**src/rtl/sram_arbiter_pkg.sv**
```systemverilog
// Shared types for the SRAM arbiter: default widths, controller states and the
// latched transaction record.
package sram_arb_pkg;

   localparam int ARB_ADDR_W = 10;
   localparam int ARB_DATA_W = 8;

   typedef enum logic [1:0] {
      IDLE,
      ACCESS,
      RESP
   } state_t;

   typedef struct packed {
      logic                  we;
      logic [ARB_ADDR_W-1:0] addr;
      logic [ARB_DATA_W-1:0] wdata;
      logic                  port;
   } txn_t;

endpackage

```
**src/rtl/sram_arbiter_rr.sv**
```systemverilog
// Two-input round-robin grant. The pointer only moves when both inputs contend
// and the grant is actually taken, so an uncontended port never loses its turn.
module rr_arbiter2 (
   input  logic clk,
   input  logic rst,
   input  logic req0_i,
   input  logic req1_i,
   input  logic accept_i,
   output logic gnt0_o,
   output logic gnt1_o
);

   logic ptr_q, ptr_d;

   always_comb begin
      gnt0_o = req0_i & (~req1_i | ~ptr_q);
      gnt1_o = req1_i & (~req0_i | ptr_q);
      ptr_d  = ptr_q;
      if (accept_i && req0_i && req1_i) ptr_d = ~ptr_q;
   end

   always_ff @(posedge clk) begin
      if (rst) ptr_q <= 1'b0;
      else     ptr_q <= ptr_d;
   end

endmodule

```
**src/rtl/sram_arbiter.sv**
```systemverilog
// Two-port round-robin front end for a 1024x8 asynchronous SRAM.
// Optional per-port grant counters are enabled with SRAM_ARB_STATS_EN.
module sram_arbiter
   import sram_arb_pkg::*;
#(
   parameter int ADDR_W  = ARB_ADDR_W,
   parameter int DATA_W  = ARB_DATA_W,
   parameter int ACC_CYC = 2
) (
   input  logic              clk,
   input  logic              rst,
   input  logic              req0_valid,
   output logic              req0_ready,
   input  logic              req0_we,
   input  logic [ADDR_W-1:0] req0_addr,
   input  logic [DATA_W-1:0] req0_wdata,
   output logic              rsp0_valid,
   output logic [DATA_W-1:0] rsp0_rdata,
   input  logic              req1_valid,
   output logic              req1_ready,
   input  logic              req1_we,
   input  logic [ADDR_W-1:0] req1_addr,
   input  logic [DATA_W-1:0] req1_wdata,
   output logic              rsp1_valid,
   output logic [DATA_W-1:0] rsp1_rdata,
   output logic              sram_en,
   output logic              sram_rws,
   output logic [ADDR_W-1:0] sram_addr,
   output logic [DATA_W-1:0] sram_din,
   input  logic [DATA_W-1:0] sram_dout
`ifdef SRAM_ARB_STATS_EN
   ,
   output logic [15:0]       stat_grant0,
   output logic [15:0]       stat_grant1
`endif
);

   localparam int CNT_W = (ACC_CYC > 1) ? $clog2(ACC_CYC) : 1;

   state_t            state_q, state_d;
   logic [CNT_W-1:0]  cnt_q, cnt_d;
   txn_t              txn_q, txn_d;
   logic              en_q, en_d;
   logic              rws_q, rws_d;
   logic [DATA_W-1:0] rdata0_q, rdata0_d;
   logic [DATA_W-1:0] rdata1_q, rdata1_d;
   logic              gnt0, gnt1, accept, last_acc;

   assign accept   = (state_q == IDLE) && (req0_valid || req1_valid);
   assign last_acc = (cnt_q == CNT_W'(ACC_CYC - 1));

   rr_arbiter2 u_rr (
      .clk      (clk),
      .rst      (rst),
      .req0_i   (req0_valid),
      .req1_i   (req1_valid),
      .accept_i (accept),
      .gnt0_o   (gnt0),
      .gnt1_o   (gnt1)
   );

   always_comb begin
      state_d  = state_q;
      cnt_d    = cnt_q;
      txn_d    = txn_q;
      en_d     = en_q;
      rws_d    = rws_q;
      rdata0_d = rdata0_q;
      rdata1_d = rdata1_q;
      case (state_q)
         IDLE: begin
            if (accept) begin
               txn_d.we    = gnt1 ? req1_we    : req0_we;
               txn_d.addr  = gnt1 ? req1_addr  : req0_addr;
               txn_d.wdata = gnt1 ? req1_wdata : req0_wdata;
               txn_d.port  = gnt1;
               en_d        = 1'b1;
               rws_d       = gnt1 ? req1_we : req0_we;
               cnt_d       = '0;
               state_d     = ACCESS;
            end
         end
         ACCESS: begin
            // Address is registered and stable, so OUT has settled by the last cycle.
            if (last_acc) begin
               en_d    = 1'b0;
               rws_d   = 1'b0;
               state_d = RESP;
               if (!txn_q.we) begin
                  if (txn_q.port) rdata1_d = sram_dout;
                  else            rdata0_d = sram_dout;
               end
            end else begin
               cnt_d = cnt_q + 1'b1;
            end
         end
         RESP:    state_d = IDLE;
         default: state_d = IDLE;
      endcase
   end

   always_ff @(posedge clk) begin
      if (rst) begin
         state_q  <= IDLE;
         cnt_q    <= '0;
         txn_q    <= '0;
         en_q     <= 1'b0;
         rws_q    <= 1'b0;
         rdata0_q <= '0;
         rdata1_q <= '0;
      end else begin
         state_q  <= state_d;
         cnt_q    <= cnt_d;
         txn_q    <= txn_d;
         en_q     <= en_d;
         rws_q    <= rws_d;
         rdata0_q <= rdata0_d;
         rdata1_q <= rdata1_d;
      end
   end

   assign req0_ready = (state_q == IDLE) && gnt0;
   assign req1_ready = (state_q == IDLE) && gnt1;
   assign rsp0_valid = (state_q == RESP) && !txn_q.port;
   assign rsp1_valid = (state_q == RESP) &&  txn_q.port;
   assign rsp0_rdata = rdata0_q;
   assign rsp1_rdata = rdata1_q;
   assign sram_en    = en_q;
   assign sram_rws   = rws_q;
   assign sram_addr  = txn_q.addr;
   assign sram_din   = txn_q.wdata;

`ifdef SRAM_ARB_STATS_EN
   logic [15:0] stat0_q, stat1_q;

   always_ff @(posedge clk) begin
      if (rst) begin
         stat0_q <= '0;
         stat1_q <= '0;
      end else begin
         if (req0_valid && req0_ready && stat0_q != 16'hFFFF) stat0_q <= stat0_q + 16'd1;
         if (req1_valid && req1_ready && stat1_q != 16'hFFFF) stat1_q <= stat1_q + 16'd1;
      end
   end

   assign stat_grant0 = stat0_q;
   assign stat_grant1 = stat1_q;
`endif

endmodule

```
**config.mk**
```make
export PLATFORM = sky130hd
export DESIGN_NAME = sram_arbiter
export DESIGN_NICKNAME = d
export VERILOG_FILES = /design/src/rtl/sram_arbiter_pkg.sv /design/src/rtl/sram_arbiter_rr.sv /design/src/rtl/sram_arbiter.sv
export SDC_FILE = /design/constraint.sdc
export NUM_CORES = 1
export LEC_CHECK = 0
export ABC_AREA = 1
export CAP_MARGIN = 5
export CELL_PAD_IN_SITES_DETAIL_PLACEMENT = 1
export CELL_PAD_IN_SITES_GLOBAL_PLACEMENT = 1
export CORE_ASPECT_RATIO = 0.5
export CORE_UTILIZATION = 31
export CTS_CLUSTER_DIAMETER = 40
export DETAILED_ROUTE_END_ITERATION = 8
export PLACE_DENSITY_LB_ADDON = 0.1
export SETUP_SLACK_MARGIN = 0.4
export SLEW_MARGIN = 10
export SYNTH_ARGS = -nofsm -noshare
export SYNTH_HDL_FRONTEND = slang
export SYNTH_SLANG_ARGS = --single-unit
```
**constraint.sdc**
```tcl
create_clock -name clk -period 3.4 [get_ports clk]
set_clock_uncertainty 0.1 [all_clocks]
set_input_delay 1.02 -clock clk [delete_from_list [all_inputs] [get_ports clk]]
set_output_delay 1.02 -clock clk [all_outputs]
set_load 0.1 [all_outputs]
```
Word-level counts from Yosys, hierarchy flattened
Cells that the tools add are included.
W data, S select, Z words.

storage, ports and cells
  RAM bits = 0
  ROM bits = 0
  bits in registers = 42
  bits in latches = 0
  memories = 0
  output and inout port bits = 40
  word-level logic and storage cells = 56

operators by class
  shift-type cells = 0
  multiplexer cells = 14
  divide/modulo/power cells = 0
  bitwise gates (word level) = 9
  add/sub/neg operators = 1
  equality and inequality tests = 4
  multiply operators = 0
  reductions and logical operators = 17
  $lt $le $gt $ge = 0

operators by type and width
  operator               number
  $mux W10               1
  $mux W8                1
  $reduce_and A4 Y1      2
  $logic_and A1 B1 Y1    7
  $mux W1                6
  $pmux W1 S2            3
  $reduce_and A2 Y1      3
  $not A1 Y1             5
  $mux W2                2
  $pmux W2 S2            1
  $reduce_and A3 Y1      1
  $and A1 B1 Y1          2
  $eq A2 B1 Y1 const B   1
  $eq A2 B2 Y1 const B   1
  $logic_not A2 Y1       1
  $ne A2 B1 Y1 const B   1
  $ne A2 B2 Y1 const B   1
  $or A1 B1 Y1           2
  $reduce_bool A2 Y1     1
  $add A1 B1 Y1 const B  1
  $logic_not A1 Y1       1
  $logic_or A1 B1 Y1     1

Depth between registers and ports, before layout
Gate-level depths: netlist (run 1).

  word-level depth = 6
  mapped depth = 8
  depth with buffers taken out = 7

Cells and area by module
From an unflattened synthesis (run 1), not the netlist that was laid out.

unflattened totals
  cells, all modules = 309
  area total of the unflattened synthesis = 2070.7 um^2

modules (own cells, without submodules)
  module        cells an instance  sequential area each (um^2)  times used  area each (um^2)
  sram_arbiter  297                820.8                        1           1999.4
  rr_arbiter2   12                 20.0                         1           71.3

Least setup slack after synthesis (run 1)
Ideal clock, no wire load.

  path kind = register to output
  start point = register txn_q[0] (netlist name)
  end point = output port rsp1_valid
  cell stages (with the launch flop) = 3
  arrival time = 2.712 ns
  data required time = 2.280 ns
  path slack = -0.432 ns
  cells stage by stage = dfxtp_1 -> clkinv_1 -> nor3_1

on the way
  word-level cells in the longest chain between the ends = 1

RTL lines
  item                    line                 text
  from (decl)             sram_arbiter.sv:42   txn_t txn_q, txn_d;
  from (signal assigned)  sram_arbiter.sv:114  txn_q <= txn_d;
  $logic_and A1 B1 Y1     sram_arbiter.sv:125  assign rsp1_valid = (state_q == RESP) && txn_q.port;
  to (decl)               sram_arbiter.sv:24   output logic rsp1_valid,

No other way between the ends.

Worst setup path in the final report (run 1)
  start point = input port req1_valid
  end point = output port req1_ready

on the way
  word-level cells in the longest chain between the ends = 2

RTL lines
  item                 line                   text
  from (decl)          sram_arbiter.sv:19     input logic req1_valid,
  $and A1 B1 Y1        sram_arbiter_rr.sv:17  gnt1_o = req1_i & (~req0_i | ptr_q);
  $logic_and A1 B1 Y1  sram_arbiter.sv:123    assign req1_ready = (state_q == IDLE) && gnt1;
  to (decl)            sram_arbiter.sv:20     output logic req1_ready,

No other way between the ends.

==> results of run 1 <==
==> cell usage after synthesis <==
| cell | count | area (µm²) |
|---|---|---|
| nand2_1 | 91 | 342 |
| inv_1 | 51 | 191 |
| dfxtp_1 | 42 | 841 |
| nor2_1 | 37 | 139 |
| a21oi_1 | 24 | 120 |
| o21ai_0 | 19 | 95.1 |
| buf_4 | 18 | 135 |
| nand4_1 | 8 | 50.1 |
| buf_2 | 6 | 30.0 |
| buf_6 | 5 | 56.3 |
| nand3_1 | 5 | 25.0 |
| inv_2 | 3 | 11.3 |
| nand2_2 | 3 | 18.8 |
| nor2_4 | 2 | 22.5 |
| nor3_1 | 2 | 10.0 |
| a211oi_1 | 1 | 7.51 |
| buf_1 | 1 | 3.75 |
| clkinv_1 | 1 | 3.75 |
| nor2_2 | 1 | 6.26 |
| nor3_4 | 1 | 16.3 |
| o21ai_2 | 1 | 8.76 |
==> flip-flops by register name (all words and copies together), names as in the netlist <==
signal,count
cnt_q,1
u_rr.ptr_q,1
sram_din,8
sram_addr,10
state_q,2
rsp0_rdata,8
rsp1_rdata,8
txn_q,2
sram_en,1
sram_rws,1
==> per-stage QoR <==
step / power [W] / worst slack (ps) / hold slack, ps
finish: 0.00162 / 469 / 382
global route: 0.00169 / 423 / 397
CTS: 0.00164 / 435 / 381
detailed placement: 0.00109 / 170 / 371
global placement: 0.00108 / 196 / 356
floorplan: 0.000970 / 403 / 358
==> cell usage in the layout, fill, tap and decap left out <==
cell / Yosys / routed
inv_2: 3 / 4
clkdlybuf4s50_1: 0 / 47
clkbuf_16: 0 / 5
inv_1: 51 / 49
clkbuf_1: 0 / 1
o21ai_2: 1 / 1
buf_12: 0 / 2
nor2_1: 37 / 35
bufinv_16: 0 / 1
nor2_4: 2 / 3
nor3_4: 1 / 1
buf_6: 5 / 1
nor2_2: 1 / 2
nor3_2: 0 / 2
nand2_1: 91 / 88
nand2_2: 3 / 2
a211oi_1: 1 / 1
clkinvlp_4: 0 / 2
clkdlybuf4s15_1: 0 / 1
nand3_1: 5 / 5
dfxtp_1: 42 / 42
dlygate4sd2_1: 0 / 1
nand4_1: 8 / 8
nand2_4: 0 / 4
buf_4: 18 / 43
o21ai_0: 19 / 19
a21oi_1: 24 / 24
clkinv_1: 1 / 1
==> how the worst max path moves through the flow <==
stage	startpoint	slack (ps)	end
2_1_floorplan	txn_q[0]	400	rsp1_valid
3_3_place_gp	req1_valid	200	req1_ready
3_5_place_dp	req1_valid	170	req1_ready
4_1_cts	req1_valid	430	req1_ready
5_1_grt	req1_valid	420	req0_ready
6_report	req1_valid	470	req1_ready
==> layout make-up <==
| class | count | area (µm²) | area share (%) |
|---|---|---|---|
| inverter | 55 | 210 | 6.78 |
| timing repair buffer | 95 | 863 | 27.9 |
| clock buffer | 6 | 129 | 4.16 |
| tap | 88 | 110 | 3.55 |
| clock inverter | 2 | 37.5 | 1.21 |
| multi-input combinational | 195 | 908 | 29.3 |
| sequential | 42 | 841 | 27.1 |
==> cells by family after synthesis <==
group	after synthesis
AO/OA/AOI/OAI	45
buffers and inverters	85
flip-flops	42
AND/OR/NAND/NOR	150
==> worst max-delay path: cells and delay by family <==
| kind | cells | cell delay, ps |
|---|---|---|
| buffers and inverters | 3 | 530 |
| and+or+nand+nor | 3 | 260 |
==> per-layer routing <==
layer  vias to the layer above  wire [µm]
met4                         0         60
met1                       954       2640
met5                         -          0
met3                         5        313
met2                        54       2730
li1                       1101          -
==> where the power goes <==
part | leakage (nW) | switching [W] | internal, W
Sequential | 0.345 | 0.0000251 | 0.000529
Combinational | 1.12 | 0.000372 | 0.000146
Clock | 0.0771 | 0.000200 | 0.000347
==> what timing repair did <==
action	in CTS	in global routing
hold endpoints to repair	0	0
gates resized for setup	4	1
endpoints found under the setup margin	2	1
==> key figures, run 1 <==
Run status
  • Status: complete, no violations

Timing
  • Final hold violations: 0
  • Max Slew Vio Count: 0
  • Setup violators final: 0
  • Setup TNS: 0 ps
  • F_max: 341 MHz
  • Worst Max-Slew Pin Slew: ~540 ps
  • Fin crit period: just under 3000 ps
  • Max transition margin: a little under two thirds
  • Final worst path period share: 86.2%
  • RSZ-0062 raised after global routing: false

Finish
  • Util after Layout: 48.8%
  • Finished Layout Cells: just under 500
  • Ratio of cells with drive above 1 in the final layout: a little under a fifth
  • Fillcell total: between 800 and 900
  • Nets: 444
  • Diode count: 0
  • Final instance area: 0.00310 mm²
  • Area Overhead vs Synth: 45.3%

Die
  • Die X: roughly 120 µm
  • Cell Rows: 20
  • Total Die Area: about 0.0072 mm²
  • Core region area: 0.00636 mm²
  • Initial core utilization: between 30 and 40%
  • Die extent in y: roughly 61 µm
  • I/O pin cnt: 90

Synthesis
  • Synth Area in XOR/XNOR: 0%
  • Mux contribution to synthesized area: 0%
  • Syn_nets: between 300 and 400
  • Cell count after synthesis: roughly 320
  • Simple-Gate Fraction of Synth Area: between 20% and 30%
  • Post-Synth Adder-Cell Area: 0%
  • Mapped cell area: between 0.002 and 0.0025 mm²
  • Post-synthesis sequential area ratio: between 30 and 40%
  • Unique masters post-synth: 21
  • Avg Inst Size Synth: about 6.6 µm²
  • Post-synthesis compound-gate area fraction: between 10% and 20%
  • #FFs+latches synth: 42
  • YS warnings: 0
  • Largest family of logic cells by synthesized area: simple AND/OR/NAND/NOR gates

Clock network
  • Clock sinks: 42
  • Root Buffer: clkbuf_16
  • Post-CTS setup repair buffer count: 0
  • Post-CTS Hold Buffers: 0
  • CTS Buffer Depth: 2
  • Total CTS buffers: 5
  • Later-pin clock latency in the skew report: 290 ps
  • TritonCTS clock tree: built
  • H-tree depth: 2
  • Clock Pin Slew Worst Setup and Hold Paths: 60 ps

Hold path
  • Hold Path Class: flip-flop to flip-flop
  • HP Start: rsp0_rdata[1]
  • Hold path depth: 2
  • Endpoint, Worst Hold: rsp0_rdata[1]

Worst setup path
  • Crit-path max cell delay: ~280 ps
  • Crit Path Class: primary input to output port
  • Setup crit start kind: primary input
  • Critical Path Slowest Stage Cell: clkdlybuf4s15_1
  • Worst-path cell chain: clkdlybuf4s15_1 > nand2_4 > nand2_4 > nand2_4 > clkinvlp_4 > buf_12
  • Crit path top cell by count: nand2_4
  • RR Startpoint: state_q[0]
  • CP arrival: around 1800 ps
  • CP Capture Type: output port
  • Worst r2r dst: sram_din[2]
  • Required @ worst endpoint: between 2000 and 2500 ps
  • R2R setup slack: 1960 ps
  • Critical Path Fanout Max: 3
  • R2R depth: 6

Global route
  • Met1 Resource Use GR: between 10% and 20%
  • GRT Total Usage: 17.1%
  • Top Usage Layer GRT: met2
  • Initial antenna violation count: 0
  • M3 GR Usage: between 5 and 6%
  • Largest net degree at the start of global routing: 23
  • First-pass GRT wire length: about 9500 µm
  • Total congestion overflow: 0
  • Vias in the first global route: between 2000 and 2500
  • Met2 usage: around a third

Place
  • Gpl congestion: 0.803
  • Post-Place Cell Area: 0.00293 mm²
  • Dpl cells: about 480
  • IO buf count: 89
  • DPL Wire Length: about 4400 µm

Pwr
  • Leak Pwr: between 1.5 and 2 nW
  • Peak supply drop: around 0.18 mV
  • Power Dens Cells: between 500 and 600 mW/mm²

Route
  • ANT nets after route: 0
  • Vias per cell: 4.38
  • WL final: 5740 µm
  • Remaining routing DRC violations: 0
  • Post-DR wirelength/cell: between 10 and 15 µm
  • First drt pass iteration count: 4
  • DR vias: between 2000 and 2500
  • Drt initial violations: 70

Run
  • Max Cap Viol: 0
No activity file was read; power rests on OpenSTA's default activity.
==> run 2, diff against run 1 <==
--- a/config.mk
+++ b/config.mk
@@ -10,9 +10,10 @@
 export CELL_PAD_IN_SITES_DETAIL_PLACEMENT = 1
 export CELL_PAD_IN_SITES_GLOBAL_PLACEMENT = 1
 export CORE_ASPECT_RATIO = 0.5
-export CORE_UTILIZATION = 31
+export CORE_UTILIZATION = 29
 export CTS_CLUSTER_DIAMETER = 40
 export DETAILED_ROUTE_END_ITERATION = 8
+export GPL_TIMING_DRIVEN = 0
 export PLACE_DENSITY_LB_ADDON = 0.1
 export SETUP_SLACK_MARGIN = 0.4
 export SLEW_MARGIN = 10
==> constraint.sdc (replaced) <==
create_clock -name clk -period 3.1 [get_ports clk]
set_clock_uncertainty 0.1 [all_clocks]
set_input_delay 0.93 -clock clk [delete_from_list [all_inputs] [get_ports clk]]
set_output_delay 0.93 -clock clk [all_outputs]
set_load 0.1 [all_outputs]
==> run 2 against run 1 <==
  * Clock power rose by 9.2%
  * Sequential power rose by 9.6%
  * Flip-flop and latch count did not move
  * Via count rose by 5.7%
  * Wire length rose by 10%
  * Count of clock-buffer cells in the layout rose by 1
  * Non-clock buffer count rose by 25
  * Combinational power rose by 18%
  * Critical path type unchanged
  * Critical endpoint unchanged
  * Largest cell class is now non-clock buffers
==> key figures, run 2 (same netlist as run 1, synthesis figures left out) <==
Global route
  • Initial antenna violation count: 0 (unchanged)
  • Vias in the first global route: 2319 (was 2120)
  • Total congestion overflow: 0 (unchanged)
  • First-pass GRT wire length: 10400 µm (was 9530 µm)
  • GRT Total Usage: 17.5% (was 17.1%)
  • Largest net degree at the start of global routing: 13 (was 23)

Worst setup path
  • CP arrival: 1640 ps (was 1810 ps)
  • R2R depth: 6 (unchanged)
  • Worst r2r dst: sram_addr[7] (was sram_din[2])
  • Setup crit start kind: primary input (unchanged)
  • Critical Path Fanout Max: 6 (was 3)
  • RR Startpoint: state_q[0] (unchanged)
  • Worst Setup SP: req0_valid (was req1_valid)
  • Crit Path Class: primary input to output port (unchanged)
  • R2R setup slack: 1600 ps (was 1960 ps)
  • Required @ worst endpoint: 2070 ps (was 2280 ps)
  • CP Capture Type: output port (unchanged)

Route
  • Top routing layer in use: met4 (unchanged)
  • Wl on met1: 2890 µm (was 2640 µm)
  • Vias per cell: 4.36 (was 4.38)
  • ANT nets after route: 0 (unchanged)
  • Met2 Wirelength: 3060 µm (was 2730 µm)
  • Remaining routing DRC violations: 0 (unchanged)
  • Post-DR wirelength/cell: 12.4 µm (was 11.9 µm)
  • Drt initial violations: 61 (was 70)
  • Met3 routed WL: 311 µm (was 313 µm)
  • First drt pass iteration count: 4 (unchanged)
  • DR vias: 2234 (was 2114)
  • WL final: 6330 µm (was 5740 µm)

Die
  • Total Die Area: 0.00772 mm² (was 0.00724 mm²)
  • Cell Rows: 21 (was 20)
  • Initial core utilization: 31.0% (was 33.6%)
  • Die X: 123 µm (was 119 µm)
  • I/O pin cnt: 90 (unchanged)
  • Die extent in y: 62.6 µm (was 60.7 µm)
  • Core region area: 0.00688 mm² (was 0.00636 mm²)

Finish
  • Seq. cell area: 841 µm² (unchanged)
  • Diode count: 0 (unchanged)
  • Ratio of cells with drive above 1 in the final layout: 15.0% (was 18.5%)
  • Most frequent cells in the layout: nand2_1 (87), inv_1 (49), clkdlybuf4s50_1 (46) (was nand2_1 (88), inv_1 (49), clkdlybuf4s50_1 (47))
  • Commonest non-fill, non-tap cell in the layout: nand2_1 (unchanged)
  • Fillcell total: 878 (was 829)
  • Final instance area: 0.00335 mm² (was 0.00310 mm²)
  • Max reg flops: 10 (unchanged)
  • Area of the multi-input gates: 926 µm² (was 908 µm²)
  • Nets: 469 (was 444)
  • Area Overhead vs Synth: 57.0% (was 45.3%)

Pwr
  • Pwr Total: 0.00181 W (was 0.00162 W)
  • Power Dens Cells: 541 mW/mm² (was 522 mW/mm²)
  • P_int: 0.00115 W (was 0.00102 W)
  • Clk pwr share: 32.9% (was 33.8%)
  • Leak Pwr: 1.74 nW (was 1.54 nW)
  • Switch Pwr: 0.000664 W (was 0.000596 W)
  • Switching share of total power: 36.7% (was 36.9%)
  • Peak supply drop: 0.210 mV (was 0.180 mV)
  • Sequential power share: 33.5% (was 34.3%)
  • Combinational group share of total power: 33.6% (was 32.0%)

Clock network
  • Total CTS buffers: 5 (unchanged)
  • Clock sinks: 42 (unchanged)
  • TritonCTS clock tree: built (unchanged)
  • Root Buffer: clkbuf_16 (unchanged)
  • H-tree depth: 2 (unchanged)
  • Later-pin clock latency in the skew report: 290 ps (about the same)
  • CTS Buffer Depth: 2 (unchanged)
  • Clock Pin Slew Worst Setup and Hold Paths: 60 ps (about the same)

Timing
  • Setup violators final: 0 (unchanged)
  • Worst Max-Slew Pin Slew: 975 ps (was 538 ps)
  • Fin crit period: 2670 ps
  • Max Slew Vio Count: 0 (unchanged)
  • Setup TNS: 0 ps (unchanged)
  • RSZ-0062 raised after global routing: false (unchanged)
  • Final worst path period share: between 80% and 90%
  • F_max: between 300 and 400 MHz
  • Final hold violations: 0 (unchanged)
  • Max transition margin: 35.3% (was 63.7%)

Place
  • IO buf count: 87 (was 89)
  • Post-Place Cell Area: 0.00319 mm² (was 0.00293 mm²)
  • Gpl congestion: 0.771 (was 0.803)
  • DPL Wire Length: 4860 µm (was 4440 µm)

Hold path
  • Endpoint, Worst Hold: sram_en (was rsp0_rdata[1])
  • Hold path depth: 2 (unchanged)
  • Hold Path Class: flip-flop to flip-flop (unchanged)
  • HP Start: sram_en (was rsp0_rdata[1])

Run
  • Max Cap Viol: 0 (unchanged)

Run status
  • Status: complete, no violations (unchanged)
## run 2: cell count changes in the layout (fill, tap and decap cells not counted), moves of 2 or more
| cell | before | now |
|---|---|---|
| dlygate4sd2_1 | 1 | 36 |
| buf_4 | 43 | 23 |
| buf_2 | 0 | 6 |
| buf_6 | 1 | 4 |
| nand2_4 | 4 | 2 |
| nand2_8 | 0 | 2 |
## run 2: area by class of cell
class	instances	share of cell area, %
Multi-Input combinational cell	195	27.7
Timing Repair Buffer	90	25.6
Sequential cell	42	25.1
Buffer	30	7.10
Inverter	55	6.28
Clock buffer	7	3.96
Tap cell	92	3.44
Clock inverter	1	0.897
## run 2: worst max path at each step
stage	depth (start not counted)	to	slack [ps]
after floorplan	2	rsp1_valid	190
after global placement	8	req1_ready	-1130
after detailed placement	8	req1_ready	-1140
after CTS	8	req1_ready	260
after global routing	8	req1_ready	410
final	8	req1_ready	430
## run 2: timing repair
action                                  in CTS  in global routing
gates resized for setup                     67                  3
pin swaps                                    0                  2
hold buffers                                 0                  0
buffers inserted                             0                  3
endpoints found under the setup margin      40                  1
## run 2: through the flow
| step | hold slack (ps) | utilization, % | cells | setup WS [ps] |
|---|---|---|---|---|
| after floorplan | 358 | - | 322 | 193 |
| after global placement | 354 | 46.3 | 501 | -1130 |
| after detailed placement | 367 | 46.3 | 501 | -1140 |
| after CTS | 378 | 48.2 | 509 | 264 |
| after global routing | 398 | 48.6 | 512 | 406 |
| final | 376 | 48.6 | 512 | 427 |
## run 2: critical path, stage by stage
cell and delay (ps):
buf_6 90, inv_2 40, nand2_4 80, nand2_8 60
buf_8 120, nand2_4 60, clkinvlp_4 90, buf_12 170
## run 2: routing by layer
layer | vias up | GRT usage, %
li1 | 1152 | -
met1 | 1023 | 20.0
met2 | 51 | 31.1
met3 | 8 | 5.02
met4 | 0 | 5.57
met5 | - | 0
## run 2: power groups by stage
stage	clock network (W)	registers, W	logic [W]
global route	0.000641	0.000612	0.000646
finish	0.000596	0.000607	0.000609
detailed placement	0	0.000618	0.000625
global placement	0	0.000615	0.000617
CTS	0.000615	0.000607	0.000610
floorplan	0	0.000660	0.000407
